--- src/rtl/if_stage.sv ---
// Instruction fetch stage: PC, one in-flight memory request and a 2-entry {pc, instr} buffer.
// Ports: clock/reset; imem_req/imem_addr/imem_rdata to instruction memory;
// redirect_valid/redirect_pc from execute; id_valid/id_pc/id_instr/id_ready to decode;
// fetch_misalign is a sticky flag that is active only when IF_MISALIGN_CHECK_EN is defined.
module if_stage #(
    parameter logic [31:0] RESET_PC  = 32'h0000_0000,
    parameter int          BUF_DEPTH = 2
) (
    input  logic        clock,
    input  logic        reset,
    output logic        imem_req,
    output logic [31:0] imem_addr,
    input  logic [31:0] imem_rdata,
    input  logic        redirect_valid,
    input  logic [31:0] redirect_pc,
    input  logic        id_ready,
    output logic        id_valid,
    output logic [31:0] id_pc,
    output logic [31:0] id_instr,
    output logic        fetch_misalign
);

    localparam logic [2:0] DEPTH = 3'(BUF_DEPTH);

    logic [31:0] pc_q, pc_d;
    logic [1:0]  cnt_q, cnt_d;
    logic [31:0] pc0_q, pc0_d, ins0_q, ins0_d;
    logic [31:0] pc1_q, pc1_d, ins1_q, ins1_d;
    logic        infl_q, infl_d;
    logic [31:0] infl_pc_q, infl_pc_d;
    logic        mis_q, mis_d;

    logic [31:0] tgt;
    logic        tgt_bad;
    logic        pop;
    logic        cap;
    logic        room;

`ifdef IF_MISALIGN_CHECK_EN
    assign tgt     = redirect_pc;
    assign tgt_bad = |redirect_pc[1:0];
`else
    logic unused_lo;
    assign unused_lo = ^redirect_pc[1:0];
    assign tgt       = {redirect_pc[31:2], 2'b00};
    assign tgt_bad   = 1'b0;
`endif

    assign id_valid       = (cnt_q != 2'd0);
    assign id_pc          = pc0_q;
    assign id_instr       = ins0_q;
    assign fetch_misalign = mis_q;
    assign imem_addr      = pc_q;

    assign pop  = id_valid & id_ready;
    assign cap  = infl_q;
    // A pop frees a slot this cycle, so a request may still issue when full.
    assign room = (({1'b0, cnt_q} + {2'b00, infl_q}) < DEPTH) | pop;

    assign imem_req = ~reset & ~redirect_valid & ~mis_q & room;

    always_comb begin
        pc_d      = pc_q;
        cnt_d     = cnt_q;
        pc0_d     = pc0_q;
        ins0_d    = ins0_q;
        pc1_d     = pc1_q;
        ins1_d    = ins1_q;
        infl_d    = 1'b0;
        infl_pc_d = infl_pc_q;
        mis_d     = mis_q;
        if (redirect_valid) begin
            // Flush wins over any same-cycle pop or capture.
            cnt_d = 2'd0;
            pc_d  = tgt;
            mis_d = tgt_bad;
        end else begin
            if (imem_req) begin
                pc_d      = pc_q + 32'd4;
                infl_d    = 1'b1;
                infl_pc_d = pc_q;
            end
            case ({pop, cap})
                2'b01: begin
                    if (cnt_q == 2'd0) begin
                        pc0_d  = infl_pc_q;
                        ins0_d = imem_rdata;
                    end else begin
                        pc1_d  = infl_pc_q;
                        ins1_d = imem_rdata;
                    end
                    cnt_d = cnt_q + 2'd1;
                end
                2'b10: begin
                    pc0_d  = pc1_q;
                    ins0_d = ins1_q;
                    cnt_d  = cnt_q - 2'd1;
                end
                2'b11: begin
                    if (cnt_q == 2'd1) begin
                        pc0_d  = infl_pc_q;
                        ins0_d = imem_rdata;
                    end else begin
                        pc0_d  = pc1_q;
                        ins0_d = ins1_q;
                        pc1_d  = infl_pc_q;
                        ins1_d = imem_rdata;
                    end
                end
                default: ;
            endcase
        end
    end

    always_ff @(posedge clock) begin
        if (reset) begin
            pc_q      <= RESET_PC;
            cnt_q     <= 2'd0;
            pc0_q     <= 32'd0;
            ins0_q    <= 32'd0;
            pc1_q     <= 32'd0;
            ins1_q    <= 32'd0;
            infl_q    <= 1'b0;
            infl_pc_q <= 32'd0;
            mis_q     <= 1'b0;
        end else begin
            pc_q      <= pc_d;
            cnt_q     <= cnt_d;
            pc0_q     <= pc0_d;
            ins0_q    <= ins0_d;
            pc1_q     <= pc1_d;
            ins1_q    <= ins1_d;
            infl_q    <= infl_d;
            infl_pc_q <= infl_pc_d;
            mis_q     <= mis_d;
        end
    end

endmodule
--- config.mk ---
export PLATFORM = sky130hd
export DESIGN_NAME = if_stage
export DESIGN_NICKNAME = d
export VERILOG_FILES = /design/src/rtl/if_stage.sv
export SDC_FILE = /design/constraint.sdc
export NUM_CORES = 1
export LEC_CHECK = 0
export CORE_AREA = 2 2 143 145
export DETAILED_ROUTE_END_ITERATION = 16
export DIE_AREA = 0 0 145 147
export GPL_ROUTABILITY_DRIVEN = 0
export PLACE_DENSITY = 0.7
export SLEW_MARGIN = 5
export SYNTH_ARGS = -nofsm -noshare
export SYNTH_HDL_FRONTEND = slang
export SYNTH_SLANG_ARGS = --single-unit
--- constraint.sdc ---
create_clock -name clock -period 2.2 [get_ports clock]
set_input_delay 0.22 -clock clock [delete_from_list [all_inputs] [get_ports clock]]
set_output_delay 0.22 -clock clock [all_outputs]
set_load 0.05 [all_outputs]
==> impl_metrics.xml <==
<?xml version="1.0" encoding="UTF-8"?>
<metrics>
  <group name="setup_path">
    <metric name="worstSetupPathType" unit="">reg2reg</metric>
    <metric name="regToRegSetupSlack" unit="ns">0.05</metric>
    <metric name="critical_path_required" unit="ns">2.52</metric>
    <metric name="timing.critical_path.fanout_max" unit="">40</metric>
    <metric name="cp.arrival" unit="ns">2.47</metric>
    <metric name="worstSetupEndpointType" unit="">flop</metric>
    <metric name="crit_path_start_kind" unit="">flop</metric>
  </group>
  <group name="route">
    <metric name="detail_route.first_pass.iterations" unit="">5</metric>
    <metric name="routed_via_density" unit="">5.19</metric>
    <metric name="detail_route.iter0.violations" unit="">419</metric>
    <metric name="route.antenna.remaining_nets" unit="">0</metric>
    <metric name="detail_route.wl_per_cell" unit="um">15.0</metric>
    <metric name="routed-via-count" unit="">7034</metric>
    <metric name="routed_wl" unit="um">20300</metric>
    <metric name="drc" unit="">0</metric>
  </group>
  <group name="die">
    <metric name="initial_core_util" unit="%">39.1</metric>
    <metric name="rows" unit="">52</metric>
    <metric name="dieWidth" unit="um">145</metric>
    <metric name="ios" unit="">167</metric>
    <metric name="core_area" unit="um2">19800</metric>
    <metric name="die-area" unit="um2">21300</metric>
    <metric name="chipHeight" unit="um">147</metric>
  </group>
  <group name="sta">
    <metric name="final-max-slew-violation-count" unit="">0</metric>
    <metric name="fin_crit_sh" unit="%">97.8</metric>
    <metric name="unrepaired_setup_endpoints_after_global_routing" unit="">true</metric>
    <metric name="worst_slew_margin_rel" unit="%">46.8</metric>
    <metric name="timing.final.crit_period" unit="ns">2.15</metric>
    <metric name="finalClockSkew" unit="ns">0.0112</metric>
    <metric name="finalSetupViolations" unit="">0</metric>
    <metric name="final-hold-violation-count" unit="">0</metric>
    <metric name="max_freq" unit="MHz">465</metric>
    <metric name="worstMarginPinSlew" unit="ns">0.798</metric>
  </group>
  <group name="synth">
    <metric name="synth_seq_area_share" unit="%">48.2</metric>
    <metric name="synthesis.instances" unit="">928</metric>
    <metric name="most_frequently_used_cell_type_in_the_post_synthesis_netlist" unit="">sky130_fd_sc_hd__nand2_1</metric>
    <metric name="synth-seq-cells" unit="">187</metric>
    <metric name="synth-main-ff-cell" unit="">sky130_fd_sc_hd__dfxtp_1</metric>
    <metric name="synth_top_cell_area_share" unit="%">48.2</metric>
    <metric name="synth-async-reset-ratio" unit="%">0</metric>
    <metric name="synth.largest_area_cell" unit="">sky130_fd_sc_hd__dfxtp_1</metric>
    <metric name="ys_top_cells_by_area" unit="">sky130_fd_sc_hd__dfxtp_1 (48%), sky130_fd_sc_hd__nand2_1 (9.7%), sky130_fd_sc_hd__a211oi_1 (6.9%), sky130_fd_sc_hd__a22oi_1 (6.1%), sky130_fd_sc_hd__a21oi_1 (5.4%)</metric>
    <metric name="top_post_synthesis_cells_by_count" unit="">sky130_fd_sc_hd__nand2_1 (201), sky130_fd_sc_hd__dfxtp_1 (187), sky130_fd_sc_hd__a21oi_1 (84), sky130_fd_sc_hd__nor2_1 (76), sky130_fd_sc_hd__a211oi_1 (71)</metric>
    <metric name="cell_variety_after_synth" unit="">47</metric>
    <metric name="synth_enable_flop_cells" unit="">0</metric>
    <metric name="syn_area" unit="um2">7770</metric>
    <metric name="syn_avg_cell_area" unit="um2">8.37</metric>
    <metric name="yosysWarningCount" unit="">0</metric>
  </group>
  <group name="placed_design">
    <metric name="postPlaceCellArea" unit="um2">9880</metric>
    <metric name="port_buffers" unit="">159</metric>
    <metric name="dp_hpwl" unit="um">13300</metric>
    <metric name="numPlacedInstances" unit="">1316</metric>
  </group>
  <group name="grt">
    <metric name="maximum_number_of_pins_on_one_net_before_global_route_repair" unit="">186</metric>
    <metric name="globalRouteOverflowTotal" unit="">0</metric>
    <metric name="global_route.usage.total" unit="%">18.9</metric>
    <metric name="grt_antenna_before_repair" unit="">0</metric>
    <metric name="first_global_vias" unit="">6416</metric>
    <metric name="first_pass_grt_wire_length" unit="um">33200</metric>
  </group>
  <group name="clock_tree">
    <metric name="clockBufferDepth" unit="">2</metric>
    <metric name="clk_sink_count" unit="">187</metric>
    <metric name="worst_setup_hold_path_clk_slew" unit="ns">0.07</metric>
    <metric name="ctsHtreeMaxLevel" unit="">4</metric>
    <metric name="tritoncts.num_buffers" unit="">17</metric>
    <metric name="insertion_delay" unit="ns">0.42</metric>
    <metric name="tritoncts" unit="">yes</metric>
    <metric name="root_buffer" unit="">sky130_fd_sc_hd__clkbuf_16</metric>
  </group>
  <group name="status">
    <metric name="run_status" unit="">complete, no violations</metric>
  </group>
  <group name="power_and_ir_drop">
    <metric name="power.density" unit="nW/um2">795</metric>
    <metric name="power.ir.vdd_worst" unit="mV">0.597</metric>
    <metric name="power.leakage" unit="nW">3.65</metric>
    <metric name="total_power" unit="mW">8.45</metric>
  </group>
  <group name="final_layout">
    <metric name="syn_to_final_growth" unit="%">36.9</metric>
    <metric name="layout-drive-gt1-share" unit="%">9.49</metric>
    <metric name="finish.cell_count_without_fillers" unit="">1355</metric>
    <metric name="num_antenna_cells" unit="">0</metric>
    <metric name="final_cell_area" unit="um2">10600</metric>
    <metric name="finalNetCount" unit="">1146</metric>
    <metric name="fill_cells" unit="">1791</metric>
  </group>
  <group name="run">
    <metric name="max_cap_viols" unit="">0</metric>
  </group>
  <group name="worst_hold_path">
    <metric name="min_path_type" unit="">in2reg</metric>
  </group>
</metrics>
sequential cells by signal, indices dropped and copies added, names as in the netlist:
register / flops
pc1_q: 30
id_instr: 32
infl_pc_q: 30
cap: 1
imem_addr: 30
id_pc: 30
cnt_q: 2
ins1_q: 32
path summary, 6_finish.rpt:
| check | end | startpoint | depth (start not counted) |
|---|---|---|---|
| setup / recovery | id_pc[29] | cnt_q[1] | 8 |
| setup reg to reg | id_pc[29] | cnt_q[1] | 8 |
| hold reg to reg | ins1_q[15] | ins1_q[15] | 2 |
| hold / removal | infl_pc_q[20] | reset | 6 |
per-layer routing:
metal / up-vias / global-route usage (%) / routed length, um
met4: 0 / 6.44 / 339
met1: 3223 / 27.4 / 9980
met3: 25 / 3.91 / 1180
met5: - / 0 / 0
li1: 3555 / - / -
met2: 231 / 28.2 / 8840
cell families after synthesis:
kind of cell    after synthesis  share of synthesized area (%)
mux                           4                          0.532
fa+ha+maj                     6                          0.967
compound gates              255                           21.6
other cells                   1                         0.0483
xor+xnor                     23                           2.59
flops                       187                           48.2
buf+inv                      94                           5.09
simple gates                358                           20.9
cell type report:
class / instances / area, um2 / area share [%]
inverter: 12 / 50.0 / 0.471
tap: 270 / 338 / 3.18
clock buffer: 20 / 457 / 4.30
multi-input combinational: 651 / 3730 / 35.1
timing repair buffer: 203 / 2180 / 20.5
sequential: 187 / 3750 / 35.2
clock inverter: 12 / 136 / 1.28
where the power goes:
part,switching (mW),internal (mW),leakage (nW)
clock network,1.31,1.75,0.284
logic,1.02,0.659,1.84
registers,0.142,3.57,1.53
total,2.47,5.98,3.65
per-stage QoR:
| step | TNS [ns] | utilization (%) | hold slack [ns] | setup slack, ns |
|---|---|---|---|---|
| floorplan | -3.68 | - | 0.356 | -0.0613 |
| global placement | -4.46 | 49.8 | 0.441 | -0.155 |
| detailed placement | -8.75 | 49.8 | 0.446 | -0.164 |
| CTS | -0.0705 | 53.3 | 0.331 | -0.0390 |
| global route | -0.729 | 53.6 | 0.325 | -0.0551 |
| finish | 0 | 53.6 | 0.330 | 0.0484 |
what timing repair did:
item	in CTS	in global routing
gates resized for setup	8	9
pin swaps	2	2
setup buffers	2	3
gates cloned	2	0
hold buffers	0	0
setup endpoints to repair	91	116
critical path, stage by stage (launching register included):
cell and delay (ns):
sky130_fd_sc_hd__dfxtp_2 0.34, sky130_fd_sc_hd__inv_2 0.06, sky130_fd_sc_hd__ha_4 0.17, sky130_fd_sc_hd__nor2b_4 0.12
sky130_fd_sc_hd__ha_1 0.33, sky130_fd_sc_hd__mux2i_4 0.36, sky130_fd_sc_hd__buf_12 0.25, sky130_fd_sc_hd__a22oi_1 0.12
sky130_fd_sc_hd__a211oi_1 0.28
placed cells by master (no fill, tap or decap), drive strengths merged, types with 4 or more instances in the layout:
cell / instances
nand2: 201
dfxtp: 187
clkdlybuf4s50: 156
a21oi: 85
nor2: 77
a211oi: 71
a22oi: 63
buf: 45
nand3b: 27
xnor2: 21
clkbuf: 20
inv: 16
nor4: 13
nand3: 8
nor3: 8
o21ai: 8
and2: 7
o22ai: 7
and4: 6
nand4: 6
ha: 6
a31oi: 5
conb: 5
o211ai: 4
o311ai: 4
(Power assumes the default switching activity.)
